`config.mk`:
```
export PLATFORM = sky130hd
export DESIGN_NAME = xbar_slave_arbiter
export DESIGN_NICKNAME = d
export VERILOG_FILES = /design/src/rtl/xbar_pkg.sv /design/src/rtl/rr_pick.sv /design/src/rtl/xbar_slave_arbiter.sv
export SDC_FILE = /design/constraint.sdc
export NUM_CORES = 1
export LEC_CHECK = 0
export CAP_MARGIN = 20
export CORE_AREA = 2 2 155 157
export CTS_BUF_LIST = sky130_fd_sc_hd__clkbuf_16
export CTS_CLUSTER_DIAMETER = 150
export DETAILED_ROUTE_END_ITERATION = 7
export DIE_AREA = 0 0 157 159
export PLACE_DENSITY = 0.57
export SETUP_SLACK_MARGIN = 0.15
export SYNTH_ARGS = -nofsm -noshare
export SYNTH_HDL_FRONTEND = slang
export SYNTH_HIERARCHICAL = 1
export SYNTH_SLANG_ARGS = --single-unit
export TNS_END_PERCENT = 5
```
`constraint.sdc`:
```
create_clock -name clk -period 2.25 [get_ports clk]
set_input_delay 0.675 -clock clk [delete_from_list [all_inputs] [get_ports clk]]
set_output_delay 0.675 -clock clk [all_outputs]
set_load 0.005 [all_outputs]
```
`src/rtl/xbar_pkg.sv`:
```
// Shared types and helpers for the crossbar arbiters.
// Command encoding, arbiter FSM states and the slave-select width function.
package xbar_pkg;

    localparam logic CMD_READ  = 1'b0;
    localparam logic CMD_WRITE = 1'b1;

    typedef enum logic [1:0] {
        IDLE,
        REQ,
        RESP
    } arb_state_t;

    function automatic int sel_width(input int n);
        return (n > 1) ? $clog2(n) : 1;
    endfunction

endpackage

```
`src/rtl/rr_pick.sv`:
```
// Round-robin picker: first set elig bit scanning ptr, ptr+1, ... mod N.
// Latency: purely combinational.
// Backpressure: none; callers decide when to consume the pick.
module rr_pick
    import xbar_pkg::*;
#(
    parameter  int N = 4,
    localparam int W = sel_width(N)
) (
    input  logic [N-1:0] elig,
    input  logic [W-1:0] ptr,
    output logic         valid,
    output logic [W-1:0] idx
);

    logic [W-1:0] cand;

    // N is a power of two, so W-bit wraparound gives the modulo for free.
    always_comb begin
        valid = 1'b0;
        idx   = ptr;
        cand  = ptr;
        for (int k = 0; k < N; k++) begin
            cand = ptr + W'(k);
            if (!valid && elig[cand]) begin
                valid = 1'b1;
                idx   = cand;
            end
        end
    end

endmodule

```
`src/rtl/xbar_slave_arbiter.sv`:
```
// Per-slave-port round-robin arbiter: steers one master onto the slave, returns ack/resp/rdata.
// Latency: one registered arbitration cycle from m_req to s_req; ack/resp paths are combinational.
// Backpressure: grant held until the slave responds; others wait with req asserted.
module xbar_slave_arbiter
    import xbar_pkg::*;
#(
    parameter  int N        = 4,
    parameter  int SLAVE_ID = 0,
    localparam int SW       = sel_width(N)
) (
    input  logic              clk,
    input  logic              rst_n,
    input  logic [N-1:0]      m_req,
    input  logic [N-1:0]      m_cmd,
    input  logic [31:0]       m_addr  [N],
    input  logic [31:0]       m_wdata [N],
    output logic [N-1:0]      m_ack,
    output logic [N-1:0]      m_resp,
    output logic [31:0]       m_rdata,
    output logic              s_req,
    output logic              s_cmd,
    output logic [31-SW:0]    s_addr,
    output logic [31:0]       s_wdata,
    input  logic              s_ack,
    input  logic              s_resp,
    input  logic [31:0]       s_rdata
);

    localparam logic [SW-1:0] SID = SW'(SLAVE_ID);

    arb_state_t    state, state_nxt;
    logic [SW-1:0] g, g_nxt;
    logic [SW-1:0] ptr, ptr_nxt;
    logic [N-1:0]  elig;
    logic          pick_vld;
    logic [SW-1:0] pick_idx;

    always_comb begin
        for (int i = 0; i < N; i++) begin
            elig[i] = m_req[i] && (m_addr[i][31 -: SW] == SID);
        end
    end

    rr_pick #(.N(N)) u_pick (
        .elig  (elig),
        .ptr   (ptr),
        .valid (pick_vld),
        .idx   (pick_idx)
    );

    always_ff @(posedge clk) begin
        if (!rst_n) begin
            state <= IDLE;
            g     <= '0;
            ptr   <= '0;
        end else begin
            state <= state_nxt;
            g     <= g_nxt;
            ptr   <= ptr_nxt;
        end
    end

    always_comb begin
        state_nxt = state;
        g_nxt     = g;
        ptr_nxt   = ptr;
        s_req     = 1'b0;
        s_cmd     = CMD_READ;
        s_addr    = '0;
        s_wdata   = '0;
        m_ack     = '0;
        m_resp    = '0;
        m_rdata   = '0;
        case (state)
            IDLE: begin
                if (pick_vld) begin
                    g_nxt     = pick_idx;
                    state_nxt = REQ;
                end
            end
            REQ: begin
                m_rdata = s_rdata;
                // A master withdrawing before ack forfeits the slot without advancing ptr.
                if (m_req[g]) begin
                    s_req     = 1'b1;
                    s_cmd     = m_cmd[g];
                    s_addr    = m_addr[g][31-SW:0];
                    s_wdata   = m_wdata[g];
                    m_ack[g]  = s_ack;
                    m_resp[g] = s_ack && s_resp;
                    if (s_ack) begin
                        if (s_resp) begin
                            state_nxt = IDLE;
                            ptr_nxt   = g + 1'b1;
                        end else begin
                            state_nxt = RESP;
                        end
                    end
                end else begin
                    state_nxt = IDLE;
                end
            end
            RESP: begin
                m_rdata   = s_rdata;
                m_resp[g] = s_resp;
                if (s_resp) begin
                    state_nxt = IDLE;
                    ptr_nxt   = g + 1'b1;
                end
            end
            default: state_nxt = IDLE;
        endcase
    end

endmodule

```
==> results_dict.tcl <==
set metrics [dict create \
    p_seq_share_pct 5.2 \
    grt_pass1_vias 4482 \
    rsz0062_at_grt "yes" \
    start_util_pct 12.2 \
    synth_edf_count 0 \
    hold_path.class "reg -> reg" \
    crit_required_ps 1570 \
    fin_crit_ps 2660 \
    area_growth_pct 186 \
    outcome "finished with violations" \
    ys_seq_elements 6 \
    numCtsBuffers 3 \
    dieArea_mm2 0.0250 \
    ir_worst_vdd_v 0.000274 \
    wl_um 19800 \
    fillers 2414 \
    grt_max_degree 33 \
    syn_avg_cell_area_um2 10.3 \
    clock_sinks 6 \
    worst_slew_pin_slew_ps 417 \
    ys_warn_count 6 \
    drt_iter0_drc 89 \
    fmax_mhz 376 \
    worstSetupStartpointType "primary input" \
    relSlewSlack_pct 72.2 \
    p_int_mw 1.81 \
    finClkSkew_ps 1.90 \
    overflow 0 \
    synthDistinctLibCells 34 \
    die_height_um 159 \
    fin_nets 1024 \
    synth_flop_cell "dfxtp_1" \
    yosys-top-cells-area "mux4_2, and2_1, dfxtp_1, ha_1, buf_2" \
    layout-drive-gt1-share_pct 41.5 \
    io_buffers 403 \
    fin_hold_ws_ps 573 \
    ant_nets 0 \
    first_pass_iters 4 \
    track_usage_pct 14.5 \
    multiInputGateArea_mm2 0.00275 \
    setup_violations 72 \
    crit_type "in -> out" \
    hold_violations 0 \
    synthArstFlopShare_pct 0 \
    cts_root_buf "clkbuf_16" \
    worstPathArrival_ps 1990 \
    cts_tree "built" \
    violations "setup timing" \
    synth_area_mm2 0.00282 \
    clockBufferDepth 2 \
    core_mm2 0.0232 \
    vias 4151 \
    power.leakage_nw 3.48 \
    worstSkewPairLatency_ps 230 \
    netSwitchingPower_mw 0.833 \
    cts.htree.levels 1 \
    p_sw_share_pct 31.6 \
    pwr-share-comb_pct 83.9 \
    yosysSeqAreaShare_pct 4.26 \
    fin_ws_ps -412 \
    post_drt_wl_per_cell_um 19.2 \
    hpwl_um 15800 \
    synthTopCellsByCount "and2_1, mux4_2, nand2_1" \
    ctsHoldBuffers 0 \
    io-pin-count 404 \
    viasPerCell 4.01 \
    synth_most_common_cell "and2_1" \
    p_per_area_mw_per_mm2 327 \
    antenna_found_initial 2 \
    clkTransAtPathRegs_ps 30 \
    die_w_um 157 \
    rows 56 \
    cap_violations 0 \
    power_mw 2.64 \
    period_share_pct 118 \
    layout.cells.non_filler 1034 \
    dp_cells 1012 \
    seq_area_um2 130 \
    end_kind "output port" \
    drc 0 \
    syn-instance-count 273 \
    grt_pass1_wl_um 27300 \
    path_max_fanout 4 \
    syn_nets 581 \
    synth_top_area_share_pct 50.3 \
    gp_congestion 0.852 \
    synth_top_area_cell "mux4_2" \
    slew_viol_final 0 \
    power_frac_clock_pct 10.9 \
]
[cell families after synthesis]
family | share of synthesized area [%]
and+or+nand+nor | 29.8
muxes | 51.4
buffers and inverters | 6.61
AOI/OAI and AO/OA | 4.48
adders and majority gates | 3.55
DFF | 4.26
[through the flow]
step / setup TNS [ps] / worst slack [ps] / utilization [%] / area, µm²
6_report: -17770 / -412 / 34.8 / 8060
5_1_grt: -20360 / -444 / 34.8 / 8060
4_1_cts: -22280 / -429 / 33.8 / 7850
3_5_place_dp: -76350 / -1070 / 32.5 / 7550
3_3_place_gp: -74880 / -1060 / 32.5 / 7550
2_1_floorplan: 0 / 133 / - / 2850
[power groups by stage]
| stage | combinational (mW) | clock, mW | sequential (mW) |
|---|---|---|---|
| 5_1_grt | 2.36 | 0.300 | 0.138 |
| 2_1_floorplan | 0.691 | 0 | 0.130 |
| 6_report | 2.21 | 0.289 | 0.137 |
| 3_3_place_gp | 1.96 | 0 | 0.132 |
| 4_1_cts | 2.13 | 0.291 | 0.134 |
| 3_5_place_dp | 1.95 | 0 | 0.133 |
[path summary, 6_finish.rpt]
check | endpoint | cells past startpoint | from | slack (ps)
worst min-delay path | ptr[0] | 2 | ptr[0] | 570
worst max register to register | state[0] | 7 | g[1] | 270
worst min register to register | ptr[0] | 2 | ptr[0] | 570
worst max-delay path | m_ack[0] | 10 | m_req[0] | -410
[registers in the layout (all words and copies together), names as in the netlist]
register  flops
g             2
state         2
ptr           2
[timing repair]
action / CTS / global route
setup endpoints to repair: 107 / 107
pin swaps: 29 / 24
setup buffers: 10 / 3
resized for setup: 461 / 134
cloned: 5 / 1
[cell type report]
type / instances / area share (%)
inverter: 10 / 0.465
tap: 319 / 4.95
antenna: 1 / 0.0310
multi-input combinational: 230 / 34.1
sequential: 6 / 1.61
timing repair buffer: 465 / 57.9
clock buffer: 3 / 0.931
[cells in the final DEF (no fill, tap or decap), types with 5 or more instances in the layout]
master,n
nand3_1,5
buf_4,29
nand2_1,12
clkdlybuf4s50_1,195
buf_2,22
buf_6,42
clkdlybuf4s15_1,12
dlymetal6s2s_1,32
buf_12,11
clkdlybuf4s15_2,27
and2_4,42
inv_1,6
mux4_2,63
dlygate4sd2_1,65
and2_1,57
clkbuf_2,21
ha_1,6
[worst max-delay path, stage by stage]
cell	delay, ps
buf_6	100
mux2i_4	200
buf_6	140
o22ai_4	90
buf_6	140
buf_12	120
buf_8	120
buf_6	120
and3_4	170
buf_6	110
[per-layer routing]
metal	up-vias	GRT usage (%)	routed length [µm]	part of all wire (%)
met2	232	25.7	9740	49
met4	2	2.42	357	1.8
met3	24	3.21	1620	8.2
met1	1977	18.0	8070	41
met5	-	0	14	0.071
li1	1916	-	-	-
No activity file was read; power rests on OpenSTA's default activity.
